<file path="config.mk">
export PLATFORM = sky130hd
export DESIGN_NAME = ad9361_spi_arb
export DESIGN_NICKNAME = d
export VERILOG_FILES = /design/src/rtl/ad9361_spi_pkg.sv /design/src/rtl/ad9361_rr_pick.sv /design/src/rtl/ad9361_spi_arb.sv
export SDC_FILE = /design/constraint.sdc
export NUM_CORES = 1
export LEC_CHECK = 0
export CAP_MARGIN = 25
export CELL_PAD_IN_SITES_DETAIL_PLACEMENT = 1
export CELL_PAD_IN_SITES_GLOBAL_PLACEMENT = 1
export CORE_MARGIN = 2
export CORE_UTILIZATION = 32
export DETAILED_ROUTE_END_ITERATION = 7
export PLACE_DENSITY_LB_ADDON = 0.25
export SYNTH_ARGS = -nofsm -noshare
export SYNTH_HDL_FRONTEND = slang
export SYNTH_SLANG_ARGS = --single-unit
</file>
<file path="constraint.sdc">
create_clock -name clk -period 2.5 [get_ports clk]
set_clock_uncertainty 0.1 [all_clocks]
set_input_delay 0.5 -clock clk [delete_from_list [all_inputs] [get_ports clk]]
set_output_delay 0.5 -clock clk [all_outputs]
set_load 0.005 [all_outputs]
</file>
<file path="src/rtl/ad9361_spi_pkg.sv">
// Shared types and defaults for the AD9361 configuration path
// (arbiter, init sequencer and spi engine).
package ad9361_spi_pkg;

    localparam int ADDR_W_DEF = 10;
    localparam int DATA_W_DEF = 8;

    typedef enum logic [1:0] {
        IDLE  = 2'd0,
        ISSUE = 2'd1,
        WAIT  = 2'd2,
        DONE  = 2'd3
    } state_t;

    // k-th round-robin candidate after ptr, wrapping over 1..n-1 (port 0 is
    // never a round-robin candidate).
    function automatic int rr_slot(input int ptr, input int k, input int n);
        return ((ptr + k - 1) % (n - 1)) + 1;
    endfunction

endpackage

</file>
<file path="src/rtl/ad9361_rr_pick.sv">
// Combinational winner select: port 0 has absolute priority, the remaining
// ports are searched round-robin starting just after rr_ptr.
module ad9361_rr_pick
    import ad9361_spi_pkg::*;
#(
    parameter int NUM_REQ = 3,
    parameter int IW      = 2
) (
    input  logic [NUM_REQ-1:0] valid,
    input  logic [IW-1:0]      rr_ptr,
    output logic [NUM_REQ-1:0] grant,
    output logic [IW-1:0]      idx,
    output logic               any
);

    // Priority port first, then the first valid round-robin slot.
    always_comb begin
        grant = '0;
        idx   = '0;
        any   = 1'b0;
        if (valid[0]) begin
            grant[0] = 1'b1;
            any      = 1'b1;
        end else begin
            for (int k = 1; k < NUM_REQ; k++) begin
                if (!any && valid[rr_slot(int'(rr_ptr), k, NUM_REQ)]) begin
                    grant[rr_slot(int'(rr_ptr), k, NUM_REQ)] = 1'b1;
                    idx = IW'(rr_slot(int'(rr_ptr), k, NUM_REQ));
                    any = 1'b1;
                end
            end
        end
    end

endmodule

</file>
<file path="src/rtl/ad9361_spi_arb.sv">
// Arbitrates register accesses from several requesters onto the single
// AD9361 spi engine, one engine transaction per grant.
//
// state | meaning
// IDLE  | waiting for any req_valid; winner and its fields latched on exit
// ISSUE | one-cycle start pulse to the engine, timeout counter loaded
// WAIT  | waiting for the matching engine end pulse or timeout
// DONE  | one-cycle req_done (and req_err) to the winner, rr_ptr update
module ad9361_spi_arb
    import ad9361_spi_pkg::*;
#(
    parameter int NUM_REQ = 3,
    parameter int ADDR_W  = ADDR_W_DEF,
    parameter int DATA_W  = DATA_W_DEF,
    parameter int TIMEOUT = 4096
) (
    input  logic                      clk,
    input  logic                      rst_n,
    input  logic [NUM_REQ-1:0]        req_valid,
    input  logic [NUM_REQ-1:0]        req_rnw,
    input  logic [NUM_REQ*ADDR_W-1:0] req_addr,
    input  logic [NUM_REQ*DATA_W-1:0] req_wdata,
    output logic [NUM_REQ-1:0]        req_done,
    output logic [NUM_REQ-1:0]        req_err,
    output logic [DATA_W-1:0]         req_rdata,
    output logic                      busy,
    output logic                      eng_wr_req,
    output logic                      eng_rd_req,
    output logic [ADDR_W-1:0]         eng_addr,
    output logic [DATA_W-1:0]         eng_wdata,
    input  logic                      eng_wr_end,
    input  logic                      eng_rd_end,
    input  logic [DATA_W-1:0]         eng_rd_data
);

    localparam int IW = $clog2(NUM_REQ);
    localparam int CW = $clog2(TIMEOUT);
    // Down-counter terminal count lands so that DONE starts exactly TIMEOUT
    // cycles after the start pulse.
    localparam logic [CW-1:0] CNT_LOAD = CW'(TIMEOUT - 2);

    state_t               state_q, state_d;
    logic [NUM_REQ-1:0]   gnt_q;
    logic [IW-1:0]        idx_q;
    logic [IW-1:0]        rr_ptr_q;
    logic                 rnw_q;
    logic [ADDR_W-1:0]    addr_q;
    logic [DATA_W-1:0]    wdata_q;
    logic [DATA_W-1:0]    rdata_q;
    logic                 err_q;
    logic [CW-1:0]        cnt_q;

    logic [NUM_REQ-1:0]   pick_grant;
    logic [IW-1:0]        pick_idx;
    logic                 pick_any;
    logic                 end_hit;

    ad9361_rr_pick #(
        .NUM_REQ (NUM_REQ),
        .IW      (IW)
    ) u_pick (
        .valid  (req_valid),
        .rr_ptr (rr_ptr_q),
        .grant  (pick_grant),
        .idx    (pick_idx),
        .any    (pick_any)
    );

    // Only the end pulse matching the latched direction counts.
    assign end_hit = rnw_q ? eng_rd_end : eng_wr_end;

    // State register.
    always_ff @(posedge clk or negedge rst_n) begin
        if (!rst_n) state_q <= IDLE;
        else        state_q <= state_d;
    end

    // Next-state logic; an end pulse beats a same-cycle timeout.
    always_comb begin
        state_d = state_q;
        case (state_q)
            IDLE:    if (pick_any) state_d = ISSUE;
            ISSUE:   state_d = WAIT;
            WAIT:    if (end_hit || cnt_q == '0) state_d = DONE;
            DONE:    state_d = IDLE;
            default: state_d = IDLE;
        endcase
    end

    // Latched request fields, timeout counter, result and round-robin pointer.
    always_ff @(posedge clk or negedge rst_n) begin
        if (!rst_n) begin
            gnt_q    <= '0;
            idx_q    <= '0;
            rr_ptr_q <= IW'(1);
            rnw_q    <= 1'b0;
            addr_q   <= '0;
            wdata_q  <= '0;
            rdata_q  <= '0;
            err_q    <= 1'b0;
            cnt_q    <= '0;
        end else begin
            case (state_q)
                IDLE: begin
                    if (pick_any) begin
                        gnt_q   <= pick_grant;
                        idx_q   <= pick_idx;
                        rnw_q   <= req_rnw[pick_idx];
                        addr_q  <= req_addr[pick_idx*ADDR_W +: ADDR_W];
                        wdata_q <= req_wdata[pick_idx*DATA_W +: DATA_W];
                    end
                end
                ISSUE: begin
                    cnt_q   <= CNT_LOAD;
                    err_q   <= 1'b0;
                    rdata_q <= '0;
                end
                WAIT: begin
                    if (end_hit) begin
                        err_q   <= 1'b0;
                        rdata_q <= rnw_q ? eng_rd_data : '0;
                    end else if (cnt_q == '0) begin
                        err_q   <= 1'b1;
                        rdata_q <= '0;
                    end else begin
                        cnt_q <= cnt_q - 1'b1;
                    end
                end
                DONE: begin
                    if (idx_q != '0) rr_ptr_q <= idx_q;
                end
                default: ;
            endcase
        end
    end

    assign busy       = (state_q != IDLE);
    assign eng_wr_req = (state_q == ISSUE) && !rnw_q;
    assign eng_rd_req = (state_q == ISSUE) &&  rnw_q;
    assign eng_addr   = addr_q;
    assign eng_wdata  = wdata_q;
    assign req_done   = (state_q == DONE) ? gnt_q : '0;
    assign req_err    = (state_q == DONE && err_q) ? gnt_q : '0;
    assign req_rdata  = (state_q == DONE) ? rdata_q : '0;

endmodule

</file>
* After elaboration in Yosys (flattened, before gate mapping)
Index checks and enable logic that the tools add are counted.
** Storage, ports and cells
- Register bits after elaboration :: 49
- Input bits :: 72
- Output and inout port bits :: 35
- Logic and storage cells :: 96
** Operators by class
- Add/sub/neg operators :: 7
- Multipliers :: 1
- Magnitude comparators :: 5
- Eq/ne operators :: 8
- Shift operators :: 2
- Multiplexer cells :: 41
- Bitwise logic cells :: 3
- Reductions and logical operators :: 19
** Operator list (count)
- greater-or-equal comparator 32 x 1 -> 1 bit (second input constant) :: 1
- less-than comparator 32 x 4 -> 1 bit (second input constant) :: 1
- two-way mux 8 bit :: 4
- subtractor 32 x 2 -> 32 bit (second input constant) :: 1
- indexed part select 30 x 7 -> 10 bit :: 1
- two-way mux 12 bit :: 2
- one-hot mux 12 bit (2 select lines) :: 1
- indexed part select 24 x 6 -> 8 bit :: 1
- one-hot mux 8 bit (2 select lines) :: 1
- two-way mux 1 bit :: 15
- two-way mux 3 bit :: 5
- zero test 12 bit :: 1
- two-way mux 2 bit :: 6
- subtractor 12 x 1 -> 12 bit (second input constant) :: 1
- adder 2 x 2 -> 3 bit (second input constant) :: 3
- != test 2 bit (second input constant) :: 4
- one-hot mux 2 bit (4 select lines) :: 1
- AND reduction 2 bit :: 4
- binary-select mux 1 bit (select 2 bit) :: 3
- logical AND 1 bit :: 6
- nonzero test 2 bit :: 3
- multiplier 2 x 3 -> 5 bit (second input constant) :: 1
- demux 1 bit (select 2 bit) :: 2
- equality test 2 bit (second input constant) :: 2
- other kinds (14) :: 16

* Depth between registers and ports, before layout
Gate-level depths: netlist (run 1).
- Word-level depth :: 15
- Mapped depth :: 7
- Depth with buffers taken out :: 6

* By module
Synthesis (run 1) repeated with hierarchy kept, for this count alone.
** Second synthesis, totals
- Cells, all modules :: 303
- Area, all modules :: 2746.4 um^2
** By module, submodules not included
- ad9361_spi_arb :: times used 1, cells each 295, area each 2690.1 um^2, seq. area each 1227.4 um^2
- ad9361_rr_pick :: times used 1, cells each 8, area each 56.3 um^2, seq. area each 0.0 um^2

* Worst setup path before layout (run 1)
OpenSTA, ideal clock, no wires.
- Kind :: register to register
- Start point :: reg cnt_q[0]
- End point :: reg rdata_q[0]
- Setup time :: 79 ps
- Arrival time :: 2110 ps
- Required time :: 2321 ps
- Slack :: 210 ps
- Cell stages (with the launch flop) :: 8
- Path buffers :: 1
- Clock period less this slack :: 2290 ps
- Path through :: dfrtp_1 inv_1 ha_1 or4b_1 o41a_1 buf_6 a21oi_4 mux2i_1
** On the way
- Cells in the longest elaborated chain, start to end :: 3
** Ends and longest elaborated chain
- from (decl) :: RTL line ad9361_spi_arb.sv:51 : logic [CW-1:0] cnt_q;
- from (signal assigned) :: RTL line ad9361_spi_arb.sv:126 : cnt_q <= cnt_q - 1'b1;
- zero test 12 bit :: RTL line ad9361_spi_arb.sv:122 : end else if (cnt_q == '0) begin
- != test 3 bit (no line)
- AND reduction 2 bit (no line)
- to (signal assigned) :: RTL line ad9361_spi_arb.sv:121 : rdata_q <= rnw_q ? eng_rd_data : '0;
- to (decl) :: RTL line ad9361_spi_arb.sv:49 : logic [DATA_W-1:0] rdata_q;
No other way between the ends.
A chain may end at the register's enable or synchronous reset.

* Final worst setup path (run 1)
- Start point :: reg state_q[0]
- End point :: out req_err[1]
** On the way
- Cells in the longest elaborated chain, start to end :: 3
** Ends and longest elaborated chain
- from (decl) :: RTL line ad9361_spi_arb.sv:42 : state_t state_q, state_d;
- from (signal assigned) :: RTL line ad9361_spi_arb.sv:75 : else state_q <= state_d;
- equality test 2 bit :: RTL line ad9361_spi_arb.sv:143 : assign req_err = (state_q == DONE && err_q) ? gnt_q : '0;
- logical AND 1 bit :: RTL line ad9361_spi_arb.sv:143
- two-way mux 3 bit :: RTL line ad9361_spi_arb.sv:143
- to (decl) :: RTL line ad9361_spi_arb.sv:24 : output logic [NUM_REQ-1:0] req_err,
No other way between the ends.

==> flow_summary.toml, run 1 <==
[critical_path]
startpoint_type = "flop"
worstSetupEndpointType = "output pin"
r2r_setup_slack_ns = 0.19
crit_path_end = "req_err[1]"
critPathRequiredTime_ns = 1.90
worstReg2RegEnd = "cnt_q[3]"
worst_ep_arrival_time_ns = 1.75
path_class = "flop to output pin"
cp-startpoint = "state_q[0]"
critPathMaxFanout = 16
rr_worst_depth = 7
timing.rr.start = "cnt_q[1]"

[pwr]
ir_drop_v = 0.000460
clkPwrFrac = 0.152
power_frac_comb = 0.525
cell_internal_pwr_mw = 2.33
sequentialPowerShare = 0.323
p_per_area_nw_per_um2 = 882
swShare = 0.381
p_switching_mw = 1.44
leakage_nw = 1.84

[placed_design]
postPlaceCellArea_sq_um = 4120
place_ws_ns = -0.131
gp_congestion = 0.770
place_hpwl_microns = 6630
place.port_buffers = 106
numPlacedInstances = 539

[clock_network]
clk_path_buf_depth = 2
cts_root_buffer = "clkbuf_8"
cts_buffers = 5
h-tree-depth = 2
cts.clk_slew.worst_paths_ns = 0.10
hold_buffers = 0
insertion_delay_ns = 0.30
cts_tree = "built"
numClockSinks = 48

[timing]
worstMarginPinSlew_ns = 0.767
fin_crit_sh = 0.941
rsz0062_at_grt = "false"
final.setup.worst_slack_ns = 0.148
hold_ws_ns = 0.0808
drv_slew = 0
period_needed_ns = 2.35
finalSetupViolations = 0
max_slew_margin = 0.489
hold_viol = 0
fmax_mhz = 425

[final_layout]
fin_cells = 550
finalInstanceArea_sq_um = 4270
drive_above_1_share = 0.0882
diodes = 0
postLayoutCoreUtil = 0.490
area_growth_pct = 48.4
seq_area_sq_um = 1200
multi_input_area_sq_um = 1490
final_common_cell = "clkdlybuf4s50_1"
nets = 519
layout.cells.most_common_list = "105 x clkdlybuf4s50_1, 48 x nand2_1, 47 x dfrtp_1, 31 x nor2_1, 23 x and3_1"
fill_cells = 1013

[drt]
vias_per_cell = 5.25
remaining_drc_errors = 0
wl_microns = 8940
firstDrtPassIters = 4
drtIter0Drc = 100
wl_met2_microns = 4230
ant_nets = 0
routedWlPerCell_microns = 16.3
wl_met3_microns = 790
routed.top_layer = "met4"
dr_total_vias = 2886
drt-met1-wl_microns = 3810

[global_routing]
grt_max_degree = 48
antenna_found_initial = 0
grt_overflow = 0
grt_pass1_wl_microns = 15300
grt_use_total = 0.191
first_global_vias = 3187

[logic_synthesis]
synth-edff-count = 0
avgSynthCellArea_sq_um = 8.67
synth_seq_cells = 48
synth_cells = 332
ys_seq_area_frac = 0.418
synth_warnings = 0
synthDominantCellAreaShare = 0.409
synth_cell_type_count = 46
syn_area_sq_um = 2880
synthTopCellsByArea = "dfrtp_1 41%, nand2_1 6.3%, and3_1 5.0%"
synthArstFlopShare = 1.00
synth_top_area_cell = "dfrtp_1"
synthFlopType = "dfrtp_1"
syn-num-nets = 410

[outcome]
status = "complete, no violations"

[floorplanning]
initial_core_util = 0.330
die_h_microns = 98.8
core-area_sq_um = 8720
dieArea_sq_um = 9770
fp-row-count = 34
fp.dieW_microns = 98.8
io_pins = 107

[run]
drv_cap = 0

[hold_path]
hold_path.class = "input port to asynchronous set/reset pin"
==> Yosys cell counts (5+ instances only) <==
cell type,count
nor3_1,6
nand2_1,48
inv_1,21
nor4_1,7
ha_1,6
a21oi_1,5
o31ai_1,19
and2_1,14
and3_1,23
dfrtp_1,47
nor2_1,31
nand2b_1,6
mux2i_1,10
a211oi_1,19
a311oi_1,6
clkbuf_1,20
==> state kept, by name, indices dropped and copies added, names as in the netlist <==
| signal | count |
|---|---|
| rnw_q | 1 |
| state_q | 2 |
| gnt_q | 3 |
| cnt_q | 12 |
| idx_q | 2 |
| rr_ptr_q | 1 |
| err_q | 1 |
| rdata_q | 8 |
| eng_addr | 10 |
| eng_wdata | 8 |
==> worst min-delay path by stage <==
stage | cells past startpoint | start | endpoint | slack (ns)
2_1_floorplan | 0 | rst_n | cnt_q[0] | 0.10
3_3_place_gp | 2 | rr_ptr_q[0] | rr_ptr_q[0] | 0.36
3_5_place_dp | 2 | eng_wdata[7] | eng_wdata[7] | 0.37
4_1_cts | 1 | rst_n | rdata_q[7] | 0.09
5_1_grt | 1 | rst_n | rdata_q[7] | 0.12
6_report | 1 | rst_n | gnt_q[0] | 0.08
==> kinds of logic after synthesis <==
family,after synthesis,synth area share
adders and majority gates,6,0.0261
and+or+nand+nor,154,0.268
buffers and inverters,47,0.0678
AOI/OAI and AO/OA,67,0.186
muxes,10,0.0348
DFF,48,0.418
==> per-layer routing <==
metal / global-route usage / up-vias
li1: - / 1392
met1: 0.231 / 1389
met2: 0.326 / 93
met3: 0.0681 / 12
met4: 0.0432 / 0
met5: 0 / -
==> metrics by stage <==
step | TNS (ns) | power [mW]
final | 0 | 3.77
after global routing | 0 | 4.07
after CTS | 0 | 3.75
after detailed placement | -0.422 | 3.14
after global placement | 0 | 3.08
after floorplan | 0 | 2.21
==> critical path, stage by stage (launching register included) <==
cell	delay, ns
dfrtp_1	0.42
ha_2	0.35
and3_1	0.19
clkdlybuf4s50_1	0.50
==> timing repair <==
| action | 4_1_cts | 5_1_grt |
|---|---|---|
| pin swaps | 1 | 1 |
| buffers inserted | 2 | 1 |
| resized for setup | 1 | 1 |
| setup endpoints to repair | 21 | 10 |
| endpoints found under the hold margin | 0 | 0 |
| cloned | 0 | 0 |
==> layout make-up <==
type	instances	share of cell area
clock buffers	6	0.0170
clock inverters	2	0.00820
inverters	21	0.0185
multi-input cells	237	0.349
flip-flops and latches	48	0.281
well taps	108	0.0316
repair buffers	128	0.295
==> power by group through the flow <==
stage                     Combinational (mW)  Sequential, mW  Clock [mW]
after global routing                    2.19            1.26       0.621
final                                   1.98            1.22       0.572
after CTS                               1.93            1.22       0.597
after floorplan                        0.998            1.21           0
after global placement                  1.86            1.22           0
after detailed placement                1.91            1.23           0
Note: power is estimated with default switching activity, not from simulation.
==> run 2, diff against run 1 <==
--- a/config.mk
+++ b/config.mk
@@ -11,6 +11,7 @@
 export CORE_MARGIN = 2
 export CORE_UTILIZATION = 32
 export DETAILED_ROUTE_END_ITERATION = 7
+export GPL_TIMING_DRIVEN = 1
 export PLACE_DENSITY_LB_ADDON = 0.25
 export SYNTH_ARGS = -nofsm -noshare
 export SYNTH_HDL_FRONTEND = slang
==> results of run 2 <==
Same layout as run 1: the final DEF is identical, and so are final timing and power.
